[config.mk]
export PLATFORM = sky130hd
export DESIGN_NAME = quadra_seq_ctrl
export DESIGN_NICKNAME = d
export VERILOG_FILES = /design/src/rtl/quadra_seq_ctrl.sv
export SDC_FILE = /design/constraint.sdc
export NUM_CORES = 1
export LEC_CHECK = 0
export BUFFER_PORTS_ARGS = -buffer_cell sky130_fd_sc_hd__buf_2
export CAP_MARGIN = 20
export CORE_MARGIN = 1.5
export CORE_UTILIZATION = 44
export DETAILED_ROUTE_END_ITERATION = 6
export PLACE_DENSITY_LB_ADDON = 0.2
export RECOVER_POWER = 50
export SKIP_CTS_REPAIR_TIMING = 1
export SKIP_LAST_GASP = 1
export SLEW_MARGIN = 30
export SYNTH_ARGS = -nofsm -noshare
export SYNTH_HDL_FRONTEND = slang
export SYNTH_SLANG_ARGS = --single-unit
[constraint.sdc]
create_clock -name clk -period 7.1 [get_ports clk]
set_clock_uncertainty 0.05 [all_clocks]
set_input_delay 0.71 -clock clk [delete_from_list [all_inputs] [get_ports clk]]
set_output_delay 0.71 -clock clk [all_outputs]
set_load 0.02 [all_outputs]
[src/rtl/quadra_seq_ctrl.sv]
// Quadratic approximation sequencer: y = A + B*x + C*x^2 on one shared signed multiplier.
// Define QUADRA_SAT_EN to saturate y on overflow and expose the ovf flag; default build wraps.
module quadra_seq_ctrl #(
   parameter int X_W    = 16,
   parameter int Y_W    = 20,
   parameter int Y_FRAC = 16
) (
   input  logic           clk,
   input  logic           rst,
   input  logic           in_valid,
   output logic           in_ready,
   input  logic [X_W-1:0] x,
   input  logic [Y_W-1:0] a_coef,
   input  logic [Y_W-1:0] b_coef,
   input  logic [Y_W-1:0] c_coef,
   output logic           out_valid,
   input  logic           out_ready,
   output logic [Y_W-1:0] y,
   output logic           busy
`ifdef QUADRA_SAT_EN
   ,
   output logic           ovf
`endif
);

   localparam int P_W = X_W + Y_W + 1;

   // x squared is zero-extended into the coefficient operand, so it must be strictly narrower.
   if (Y_FRAC > Y_W || Y_W <= X_W) begin : g_param_check
      $error("quadra_seq_ctrl: unsupported X_W/Y_W/Y_FRAC combination");
   end

   typedef enum logic [2:0] {
      IDLE  = 3'd0,
      SQ    = 3'd1,
      MUL_C = 3'd2,
      MUL_B = 3'd3,
      SUM   = 3'd4,
      HOLD  = 3'd5
   } state_t;

   state_t                state;
   logic        [X_W-1:0] x_r;
   logic        [X_W-1:0] sq_r;
   logic signed [Y_W-1:0] a_r;
   logic signed [Y_W-1:0] b_r;
   logic signed [Y_W-1:0] c_r;
   logic signed [Y_W:0]   t1_r;
   logic signed [Y_W:0]   t2_r;

   logic signed [X_W:0]   mul_a;
   logic signed [Y_W-1:0] mul_b;
   logic signed [P_W-1:0] mul_p;
   logic signed [Y_W:0]   mul_sh;

   // Operand selection depends on the state alone; the single multiplier serves all three terms.
   always_comb begin
      // NOTE: defaults first so every path assigns both operands and no latch is inferred.
      mul_a = '0;
      mul_b = '0;
      case (state)
         SQ: begin
            mul_a = {1'b0, x_r};
            mul_b = {{(Y_W-X_W){1'b0}}, x_r};
         end
         MUL_C: begin
            mul_a = {1'b0, sq_r};
            mul_b = c_r;
         end
         MUL_B: begin
            mul_a = {1'b0, x_r};
            mul_b = b_r;
         end
         default: ;
      endcase
   end

   assign mul_p  = P_W'(mul_a) * P_W'(mul_b);
   // Dropping X_W fractional bits realigns every product to the Y_FRAC grid of A.
   assign mul_sh = (Y_W+1)'(mul_p >>> X_W);

`ifdef QUADRA_SAT_EN
   localparam logic [Y_W-1:0] Y_MAX = {1'b0, {(Y_W-1){1'b1}}};
   localparam logic [Y_W-1:0] Y_MIN = {1'b1, {(Y_W-1){1'b0}}};

   logic signed [Y_W+1:0] sum;
   logic                  sum_ovf;

   assign sum     = (Y_W+2)'(a_r) + (Y_W+2)'(t1_r) + (Y_W+2)'(t2_r);
   // In range only when the top three bits are a pure sign extension.
   assign sum_ovf = (sum[Y_W+1:Y_W-1] != 3'b000) && (sum[Y_W+1:Y_W-1] != 3'b111);
`else
   logic signed [Y_W-1:0] sum;

   assign sum = a_r + Y_W'(t1_r) + Y_W'(t2_r);
`endif

   always_ff @(posedge clk) begin
      if (rst) begin
         state     <= IDLE;
         in_ready  <= 1'b1;
         out_valid <= 1'b0;
         busy      <= 1'b0;
         y         <= '0;
         x_r       <= '0;
         sq_r      <= '0;
         a_r       <= '0;
         b_r       <= '0;
         c_r       <= '0;
         t1_r      <= '0;
         t2_r      <= '0;
`ifdef QUADRA_SAT_EN
         ovf       <= 1'b0;
`endif
      end else begin
         case (state)
            IDLE: begin
               if (in_valid && in_ready) begin
                  x_r      <= x;
                  a_r      <= a_coef;
                  b_r      <= b_coef;
                  c_r      <= c_coef;
                  in_ready <= 1'b0;
                  busy     <= 1'b1;
                  state    <= SQ;
               end
            end
            SQ: begin
               sq_r  <= mul_sh[X_W-1:0];
               state <= MUL_C;
            end
            MUL_C: begin
               t2_r  <= mul_sh;
               state <= MUL_B;
            end
            MUL_B: begin
               t1_r  <= mul_sh;
               state <= SUM;
            end
            SUM: begin
`ifdef QUADRA_SAT_EN
               if (sum_ovf) begin
                  y   <= sum[Y_W+1] ? Y_MIN : Y_MAX;
                  ovf <= 1'b1;
               end else begin
                  y   <= sum[Y_W-1:0];
                  ovf <= 1'b0;
               end
`else
               y <= sum;
`endif
               out_valid <= 1'b1;
               state     <= HOLD;
            end
            HOLD: begin
               if (out_ready) begin
                  out_valid <= 1'b0;
                  in_ready  <= 1'b1;
                  busy      <= 1'b0;
`ifdef QUADRA_SAT_EN
                  ovf       <= 1'b0;
`endif
                  state     <= IDLE;
               end
            end
            default: begin
               state <= IDLE;
            end
         endcase
      end
   end

endmodule

[After elaboration in Yosys (flattened, before gate mapping)]
Index checks and enable logic that the tools add are counted.
Storage, ports and cells
  register bits: 158
  input port bits: 80
  output and inout bits: 23
  word-level logic and storage cells: 43
Cells by class
  $add $sub $neg: 2
  multipliers: 1
  equal/unequal tests: 7
  mux-type cells: 12
  reductions and logical operators: 9
Operators by type and width (count)
  case mux 20 bit (3 select lines): 1
  adder 20 bit: 2
  multiplier 17 x 20 -> 36 bit: 1
  case mux 16 bit (2 select lines): 1
  case mux 3 bit (6 select lines): 1
  equality test 3 x 2 -> 1 bit, second input constant: 2
  equality test 3 bit, second input constant: 2
  2-to-1 mux 3 bit: 2
  case mux 1 bit (2 select lines): 3
  AND reduction 2 bit: 3
  2-to-1 mux 1 bit: 4
  != test 2 bit, second input constant: 2
  nonzero test 2 bit: 2
  equality test 3 x 1 -> 1 bit, second input constant: 1
  logical NOT 3 bit: 1
  AND reduction 3 bit: 1
  OR reduction 2 bit: 1
  logical AND 1 bit: 1

[Logic depth before layout (Yosys ltp)]
Gate-level depths: netlist (run 1).
  depth in word-level cells: 4
  depth in mapped cells: 30

[Least setup slack after synthesis (run 1)]
No wires, ideal clock.
  path type: register to register
  from: reg state[0]
  to: reg sq_r[14]
  library setup time: 132 ps
  data arrival time: 6740 ps
  data required time: 6918 ps
  path slack: 178 ps
  cell stages (with the launch flop): 29
  path buffers: 5
  path through: dfxtp_1 buf_2 nor2_1 and2_1 buf_2 buf_2 a22oi_1 clkbuf_1 nor2_1 fa_1 inv_1 fa_1 fa_1 inv_1 fa_1 fa_1 inv_1 fa_1 inv_1 ha_1 buf_6 a21o_1 a221oi_2 nor4_1 a22o_1 o21a_1 or3_1 nand3_1 a21oi_1
Between the ends
  cells in the longest elaborated chain, start to end: 4
  elaborated cells on any way between the ends: 7
  those cells by class: 1 x mul; 3 x eq/ne; 2 x mux; 1 x reduce/logical
RTL lines
  start, declared: RTL line 42  | state_t state;
  start signal, assigned: RTL line 100  | state <= IDLE;
  start signal, assigned: RTL line 125  | state <= SQ;
  start signal, assigned: RTL line 130  | state <= MUL_C;
  equality test 3 x 2 -> 1 bit or equality test 3 x 1 -> 1 bit (tied branches): RTL line 61, 116
  OR reduction 2 bit (no source line)
  case mux 16 bit (2 select lines): RTL line 61  | case (state)
  multiplier 17 x 20 -> 36 bit: RTL line 78  | assign mul_p = P_W'(mul_a) * P_W'(mul_b);
  end signal, assigned: RTL line 129  | sq_r <= mul_sh[X_W-1:0];
  end, declared: RTL line 44  | logic [X_W-1:0] sq_r;
Several ways; a longest one is shown, not always the timed one.
A chain may end at the register's enable or synchronous reset.

[Final worst setup path (run 1)]
  from: reg state[1]
  to: reg t2_r[11]
Between the ends
  cells in the longest elaborated chain, start to end: 4
  elaborated cells on any way between the ends: 7
  those cells by class: 1 x mul; 3 x eq/ne; 2 x mux; 1 x reduce/logical
RTL lines
  equality test 3 x 2 -> 1 bit or equality test 3 x 1 -> 1 bit (tied branches): RTL line 61
  OR reduction 2 bit (no source line)
  case mux 16 bit (2 select lines): RTL line 61
  multiplier 17 x 20 -> 36 bit: RTL line 78
  end signal, assigned: RTL line 133  | t2_r <= mul_sh;
  end, declared: RTL line 49  | logic signed [Y_W:0] t2_r;
Several ways; a longest one is shown, not always the timed one.

==> impl_results.md, run 1 <==
- Synth unique cells: 65
- Routed len/inst: 18.3 um
- Most common cell in the netlist: nand2_1
- CTS root buf: clkbuf_16
- Number of synthesized flops with an enable pin: 0
- Placement Setup Slack: -1.80 ps
- CTS tree: done
- Failing checks: capacitance limit, slew limit
- Layout area overhead: 13.5%
- Synth Warn #: 0
- Peak VDD IR: ~0.19 mV
- Fraction of registers with async set/reset: 0
- Largest area contributor in the netlist: fa_1
- Final HPWL DP: between 40000 and 50000 um
- DRC violations left: 0
- HP Class: flip-flop to flip-flop
- Final Hold Fails: 0
- Post-Layout Inst Area: ~22000 um^2
- Primary FF master, synth: dfxtp_1
- # nets final: 2936
- Sequential element share of the synthesized area: 0.166
- Placed insts: between 2000 and 3000
- Req. time, crit path: approximately 7300 ps
- R2r setup slk: around 220 ps
- Placement Rows: 76
- Max-cap violations: 1
- Buffers added on ports: ~100
- Final period util: 0.969
- GRT Total Usage: 0.261
- Vias in the first global route: ~16000
- Initial antenna violation count: 0
- DR vias/cell: a little over 5
- Static leakage power: around 10 nW
- Status: finished, violations left
- Via Count: 15500
- Syn Area/Cell: approximately 8.3 um^2
- Crit Path Category: flip-flop to flip-flop
- Crit-path max FO: 16
- Initial DRT Pass Iterations: 5
- Detailed router's first-iteration violation count: just over 900
- Final count of negative-setup-slack endpoints: 0
- Slew Limit Fails: 78
- Synth top area share: 0.351
- Post-Route WL: ~55000 um
- Post-Synthesis Cells: around 2300
- Worst setup margin: about 220 ps
- Core footprint: roughly 43000 um^2
- Final hold slack: ~400 ps
- Starting density of the core: 0.445
- Max_slew headroom: -1.13
- First-pass GRT wire length: between 80000 and 90000 um
- Setup TNS: 0 ps
- Post-Layout Cell Count: between 3000 and 4000
- Die area: 44600 um^2
- Slew @ Worst Pin: around 3200 ps
- H-tree level count: 4
- Crit. End Element: flip-flop
- Die width: around 210 um
- Grt total ovfl: 0
- Pin count of the biggest net entering global routing: between 90 and 100
- Syn_nets: 2805
- CTS buffer count: 17
- Clk Latency, worst-skew pair: between 400 and 500 ps
- Min Tclk post-route: 6880 ps
- Antenna Violating Nets Remaining: 0
- Startpoint Class: flip-flop
- Pwr Total: between 2 and 3 mW
- GPL Wtd Cong: around 0.95
- Die Ht: 211 um
- Core Util, Final: 0.504
- Worst-path clk slew: approximately 80 ps
- FF+latch count, synth: 158
- Arrival time worst endpoint: between 7000 and 8000 ps
- Max Root-Sink Buffers: 2
- DP Area: roughly 21000 um^2
- Pwr/cell area: around 120 nW/um^2
- N_diodes: 0
- Area contributors post-synth: fa_1, dfxtp_1, nand2_1
- CTS sink count: between 150 and 200
- Share of cells above drive strength 1: 0.119
- Mapped Area: around 19000 um^2
- Post-synth top cells: nand2_1, inv_1, fa_1
- Fmax: approximately 150 MHz
- Top-level port count: between 100 and 150
[report_power, final]
group	switching (mW)	total, mW	internal [mW]
Combinational	0.457	0.718	0.261
Sequential	0.0665	1.03	0.960
Clock	0.453	0.934	0.481
Total	0.977	2.68	1.70
[area by class of cell]
type,instances,area [um^2]
clock buffer,17,425
clock inverter,15,194
fill,4176,21300
inverter,404,1520
multi-input combinational,1609,14000
sequential,158,3160
tap,585,732
timing repair buffer,226,1590
[metal layers]
metal  share of wire  vias to the layer above  global-route usage
met4           0.036                        0              0.0948
met5               0                        -                   0
met3           0.050                       95              0.0462
met2            0.49                      366               0.446
li1                -                     7351                   -
met1            0.42                     7717               0.330
[cells by family after synthesis]
family / Yosys count / synth area share
buf+inv: 519 / 0.104
simple gates: 761 / 0.165
xor+xnor: 46 / 0.0211
mux: 17 / 0.00998
fa+ha+maj: 440 / 0.420
compound gates: 344 / 0.114
flops: 158 / 0.166
[placed cells by master (no fill, tap or decap), types with 4 or more instances in the layout]
cell       count
o31ai_1        4
a22o_1        15
a21oi_2        5
o21a_1        10
nor2_1       185
nand3_1       11
o21ai_1        6
fa_1         334
xnor2_1       28
a211oi_1      17
nand2b_1      11
buf_2         78
a22o_2         4
dfxtp_1      157
inv_8          4
buf_12        13
clkinv_8       7
a22oi_1       17
a21oi_1      161
or3_1          7
ha_1         105
inv_1        404
nor2b_1        4
nand2_1      471
a221oi_2       4
clkbuf_16     17
mux2_2        16
o21bai_1       7
buf_4        106
nand3b_1      20
a21o_1        28
xor2_1        17
clkbuf_1      25
nand4_1       10
o21ai_0       29
nor3_1        11
buf_6          4
[final timing paths]
| check | start | endpoint | cells after the start |
|---|---|---|---|
| max | state[1] | t2_r[11] | 26 |
| min reg2reg | y[10] | y[10] | 2 |
| max reg2reg | state[1] | t2_r[11] | 26 |
| min | y[10] | y[10] | 2 |
[registers in the layout, indices dropped and copies added, names as in the netlist, 3 cells and up]
register,count
sq_r,16
a_r,20
y,20
state,3
x_r,16
b_r,20
c_r,20
t2_r,20
t1_r,20
[worst max-delay path, cell delays in order (launching register included)]
cell and delay (ps):
dfxtp_2 420, nor2b_1 210, buf_6 200, nand2_1 90, a21oi_1 190, buf_6 200, nand2_1 90, fa_1 540
inv_1 60, fa_1 500, fa_1 620, fa_1 440, fa_1 510, inv_1 50, fa_1 510, inv_1 50
ha_1 320, buf_4 150, nand2_1 100, o31a_1 310, o21ai_0 100, a21oi_2 50, buf_4 170, nor2_1 90
o22ai_1 90, xnor2_1 460, a211oi_1 160
(Power assumes the default switching activity.)
==> inputs of run 2 (changes only) <==
--- a/config.mk
+++ b/config.mk
@@ -5,14 +5,13 @@
 export SDC_FILE = /design/constraint.sdc
 export NUM_CORES = 1
 export LEC_CHECK = 0
-export BUFFER_PORTS_ARGS = -buffer_cell sky130_fd_sc_hd__buf_2
+export BUFFER_PORTS_ARGS = -buffer_cell sky130_fd_sc_hd__buf_4
 export CAP_MARGIN = 20
 export CORE_MARGIN = 1.5
 export CORE_UTILIZATION = 44
 export DETAILED_ROUTE_END_ITERATION = 6
 export PLACE_DENSITY_LB_ADDON = 0.2
 export RECOVER_POWER = 50
-export SKIP_CTS_REPAIR_TIMING = 1
 export SKIP_LAST_GASP = 1
 export SLEW_MARGIN = 30
 export SYNTH_ARGS = -nofsm -noshare
==> impl_results.md, run 2 (synthesis results as in run 1) <==
- Max_slew headroom: -1.20 (was -1.13)
- Slew Limit Fails: 140 (was 78)
- Status: finished, violations left (unchanged)
- Detailed router's first-iteration violation count: 947 (was 917)
- Setup TNS: 0 ps (unchanged)
- CTS sink count: 158 (unchanged)
- Starting density of the core: 0.445 (unchanged)
- Pin count of the biggest net entering global routing: 92 (was 96)
- Pwr/cell area: 122 nW/um^2 (was 124 nW/um^2)
- Commonest non-fill, non-tap cell in the layout: nand2_1 (unchanged)
- Final hold slack: 402 ps (about the same)
- # nets final: 2946 (was 2936)
- Startpoint Class: flip-flop (unchanged)
- Final Hold Fails: 0 (unchanged)
- Top-level port count: 103 (unchanged)
- Vias in the first global route: 16400 (was 16300)
- Failing checks: capacitance limit, slew limit (unchanged)
- RSZ-0062 raised after global routing: true
- First-pass GRT wire length: 90600 um (was 88800 um)
- Initial antenna violation count: 0 (unchanged)
- Static leakage power: 10.2 nW (was 10.1 nW)
- CP max stage delay: 540 ps (was 620 ps)
- Filler cells: 4197 (was 4176)
- Die width: 211 um (unchanged)
- Initial DRT Pass Iterations: 5 (unchanged)
- Buffers added on ports: 102 (unchanged)
- Core footprint: 42900 um^2 (unchanged)
- Worst setup margin: 288 ps (was 224 ps)
- Most used cell, CP: fa_1 (unchanged)
- GPL Wtd Cong: 0.959 (was 0.949)
- Antenna Violating Nets Remaining: 0 (unchanged)
- DRC violations left: 0 (unchanged)
- Grt met3 use: 0.0462 (unchanged)
- HP Class: flip-flop to flip-flop (unchanged)
- Sequential Area: 3160 um^2 (unchanged)
- DR vias/cell: 5.19 (was 5.15)
- Grt total ovfl: 0 (unchanged)
- Peak VDD IR: 0.184 mV (was 0.194 mV)
- Worst-path clk slew: 70 ps (was 80 ps)
- Met2 usage: 0.456 (was 0.446)
- CTS root buf: clkbuf_16 (unchanged)
- Via Count: 15700 (was 15500)
- Arrival time worst endpoint: 7040 ps (was 7100 ps)
- Layout area overhead: 15.1% (was 13.5%)
- Final HPWL DP: 47300 um (was 45900 um)
- Req. time, crit path: 7320 ps (about the same)
- CTS buffer count: 17 (unchanged)
- H-tree level count: 4 (unchanged)
- GR peak layer: met2 (unchanged)
- Multi-input logic area: 14100 um^2 (was 14000 um^2)
- Clk Latency, worst-skew pair: 430 ps (about the same)
- Worst-path cell chain: nor2_1 > and2_4 > buf_4 > a22o_1 > buf_12 > nand2_1 > fa_1 > inv_1 > fa_1 > fa_1 > fa_1 > fa_1 > inv_1 > fa_1 > inv_1 > ha_1 > and2_2 > a221oi_4 > nor2_1 > a22o_1 > o21a_1 > or3_1 > nand3_1 > a21oi_1
- Slew @ Worst Pin: 3300 ps (was 3190 ps)
- Routed len/inst: 18.9 um (was 18.3 um)
- Final period util: 0.959 (was 0.969)
- Grt met1 use: 0.339 (was 0.330)
- Placement Setup Slack: -51.3 ps (was -1.80 ps)
- Min Tclk post-route: 6810 ps (was 6880 ps)
- Max Root-Sink Buffers: 2 (unchanged)
- Fmax: 147 MHz (was 145 MHz)
- Placement Rows: 76 (unchanged)
- Final count of negative-setup-slack endpoints: 0 (unchanged)
- Die area: 44600 um^2 (unchanged)
- Max-cap violations: 2 (was 1)
- Share of cells above drive strength 1: 0.127 (was 0.119)
- Die Ht: 211 um (unchanged)
- Cts hold-fix bufs: 0
- Crit-path max FO: 29 (was 16)
- Crit Path Category: flip-flop to flip-flop (unchanged)
- Most frequent cells in the layout: nand2_1, inv_1, fa_1 (unchanged)
- N_diodes: 0 (unchanged)
- Crit. End Element: flip-flop (unchanged)
- CP max stage cell: fa_1 (unchanged)
- Post-Route WL: 57300 um (was 55200 um)
- CTS tree: done (unchanged)
- GRT Total Usage: 0.268 (was 0.261)
-- run 2: final cells by class --
cell class | instances | area share
Tap cell | 585 | 0.0334
Multi-Input combinational cell | 1608 | 0.643
Sequential cell | 158 | 0.144
Clock inverter | 14 | 0.00679
Inverter | 404 | 0.0691
Clock buffer | 18 | 0.0200
Timing Repair Buffer | 237 | 0.0839
-- run 2: metrics by stage --
step / std cells / utilization / instance area [um^2] / power, mW
floorplan: 2285 / - / 19100 / 1.45
global placement: 2984 / 0.494 / 21200 / 1.75
detailed placement: 2984 / 0.494 / 21200 / 1.76
CTS: 3016 / 0.508 / 21800 / 2.67
global route: 3024 / 0.512 / 21900 / 2.80
finish: 3024 / 0.512 / 21900 / 2.68
-- run 2: worst max-delay path, delay by kind of cell (launching register included) --
family,cells,cell delay [ps]
AOI/OAI and AO/OA,5,1040
adders and majority gates,7,3290
buffers and inverters,5,540
DFF,1,330
and+or+nand+nor,7,1410
-- run 2: path summary, 6_finish.rpt --
path            start  endpoint  slack (ps)  cells past startpoint
min             y[11]     y[11]         400                      2
max          state[2]  t1_r[14]         290                     24
max reg2reg  state[2]  t1_r[14]         290                     24
min reg2reg     y[11]     y[11]         400                      2
-- run 2: what timing repair did --
| action | 4_1_cts | 5_1_grt |
|---|---|---|
| setup endpoints to repair | 7 | 50 |
| setup buffers | 0 | 7 |
| pin swaps | 0 | 7 |
| gates cloned | 0 | 1 |
| resized for setup | 2 | 49 |
-- run 2: layer usage --
metal  up-vias  wire length [um]
met5         -                 0
met4         0              2370
met3        97              2930
met2       419             28000
met1      7812             23900
li1       7353                 -
-- run 2: power by group --
group	leakage, nW	internal (mW)	switching, mW
Combinational	8.67	0.275	0.467
Clock	0.289	0.506	0.409
Sequential	1.28	0.960	0.0634
==> inputs of run 3 (changes only) <==
==> constraint.sdc (replaced) <==
create_clock -name clk -period 7.1 [get_ports clk]
set_clock_uncertainty 0.05 [all_clocks]
set_input_delay 1.42 -clock clk [delete_from_list [all_inputs] [get_ports clk]]
set_output_delay 1.42 -clock clk [all_outputs]
set_load 0.02 [all_outputs]
==> impl_results.md, run 3 (synthesis results as in run 1) <==
- First-pass GRT wire length: 91800 um (was 90600 um)
- Fmax: 146 MHz (was 147 MHz)
- Detail Route met3 WL: 2660 um (was 2930 um)
- Max_slew headroom: 0.391 (was -1.20)
- GPL Wtd Cong: 1.01 (was 0.959)
- H-tree level count: 4 (unchanged)
- Crit Path Category: flip-flop to flip-flop (unchanged)
- Clk Latency, worst-skew pair: 440 ps (was 430 ps)
- Antenna Violating Nets Remaining: 0 (unchanged)
- Peak VDD IR: 0.200 mV (was 0.184 mV)
- Arrival time worst endpoint: 7100 ps (was 7040 ps)
- N_diodes: 0 (unchanged)
- CTS sink count: 158 (unchanged)
- Pwr/cell area: 123 nW/um^2 (was 122 nW/um^2)
- Max Root-Sink Buffers: 2 (unchanged)
- Placement Rows: 76 (unchanged)
- Final Hold Fails: 0 (unchanged)
- Share of cells above drive strength 1: 0.142 (was 0.127)
- Static leakage power: 10.4 nW (was 10.2 nW)
- Grt total ovfl: 0 (unchanged)
- Beginning of the worst hold path: y[11] (unchanged)
- # nets final: 2956 (was 2946)
- Startpoint Class: flip-flop (unchanged)
- Placed insts: 2987 (was 2984)
- Vias in the first global route: 16500 (was 16400)
- Starting density of the core: 0.445 (unchanged)
- CTS root buf: clkbuf_16 (unchanged)
- Initial DRT Pass Iterations: 5 (unchanged)
- Worst R2R Start: state[1] (was state[2])
- Crit-path max FO: 11 (was 29)
- Max-cap violations: 0 (was 2)
- Worst path top cell family by delay: adder cells (unchanged)
- Met2 wire length: 28800 um (was 28000 um)
- M1 WL: 24400 um (was 23900 um)
- Most frequent cells in the layout: nand2_1, inv_1, fa_1 (unchanged)
- Buffers added on ports: 102 (unchanged)
- Crit. End Element: flip-flop (unchanged)
- Status: completed (was finished, violations left)
- Layout area overhead: 16.3% (was 15.1%)
- CP max stage delay: 540 ps (about the same)
- Slew @ Worst Pin: 913 ps (was 3300 ps)
- Min Tclk post-route: 6860 ps (was 6810 ps)
- Core footprint: 42900 um^2 (unchanged)
- Commonest non-fill, non-tap cell in the layout: nand2_1 (unchanged)
- Highest routed layer: met4 (unchanged)
- Most used cell, CP: fa_1 (unchanged)
- Die Ht: 211 um (unchanged)
- Buf/Inv on CP: 6 (was 5)
- Pwr Total: 2.72 mW (was 2.68 mW)
- GRT Total Usage: 0.270 (was 0.268)
- Die width: 211 um (unchanged)
- CTS tree: done (unchanged)
- Filler cells: 4057 (was 4197)
- Worst-path clk slew: 70 ps (about the same)
- Routed len/inst: 19.1 um (was 18.9 um)
- Req. time, crit path: 7340 ps (was 7320 ps)
- Critical Path Source: state[1] (was state[2])
- Post-Route WL: 57800 um (was 57300 um)
- Detailed router's first-iteration violation count: 964 (was 947)
- Final count of negative-setup-slack endpoints: 0 (unchanged)
- CP max stage cell: fa_1 (unchanged)
- Post-Layout Inst Area: 22200 um^2 (was 21900 um^2)
- Final HPWL DP: 47700 um (was 47300 um)
- Die area: 44600 um^2 (unchanged)
- CTS buffer count: 17 (unchanged)
- HP Class: flip-flop to flip-flop (unchanged)
- Post-Layout Cell Count: 3033 (was 3024)
- Final hold slack: 402 ps (about the same)
- DP Area: 21200 um^2 (about the same)
- Top-level port count: 103 (unchanged)
- Final period util: 0.967 (was 0.959)
- DRC violations left: 0 (unchanged)
- Slew Limit Fails: 0 (was 140)
- DR vias/cell: 5.23 (was 5.19)
- Via Count: 15900 (was 15700)
- Pin count of the biggest net entering global routing: 102 (was 92)
- Initial antenna violation count: 0 (unchanged)
- Cts hold-fix bufs: 0 (unchanged)
==> run 3: layout make-up <==
class	instances	area [um^2]	area share
multi-input cells	1609	14100	0.636
flip-flops and latches	158	3170	0.143
repair buffers	246	2070	0.0933
inverters	404	1520	0.0684
well taps	585	732	0.0330
clock buffers	17	425	0.0192
clock inverters	14	155	0.00700
==> run 3: metrics by stage <==
| stage | setup TNS (ps) | util | setup WS, ps |
|---|---|---|---|
| finish | 0 | 0.517 | 236 |
| global placement | -229 | 0.495 | -74.6 |
| detailed placement | -381 | 0.495 | -102 |
| floorplan | 0 | - | 178 |
| CTS | -57.8 | 0.509 | -31.9 |
| global route | -15.7 | 0.517 | -5.67 |
==> run 3: report_power, final <==
part	internal [mW]	switching [mW]	leakage (nW)
combinational	0.289	0.471	8.85
clock	0.523	0.404	0.287
sequential	0.960	0.0672	1.29
total	1.77	0.943	10.4
==> run 3: final timing paths <==
path	end	slack (ps)	depth (start not counted)
worst max-delay path	t2_r[14]	240	25
worst min-delay path	y[11]	400	2
worst max register to register	t2_r[14]	240	25
worst min register to register	y[11]	400	2
==> run 3: worst min-delay path, stage by stage, from the launching register on <==
cell     delay, ps
dfxtp_1        310
nand2_1         50
a21oi_1         50
==> run 3: routing by layer <==
metal  track usage  up-vias
li1              -     7366
met1         0.347     7981
met2         0.469      419
met3        0.0375       89
met4        0.0845        0
met5             0        -
==> run 3: timing repair <==
item	in CTS	in global routing
resized for setup	2	54
pin swaps	0	10
setup buffers	0	11
setup endpoints to repair	15	47
gates cloned	0	4
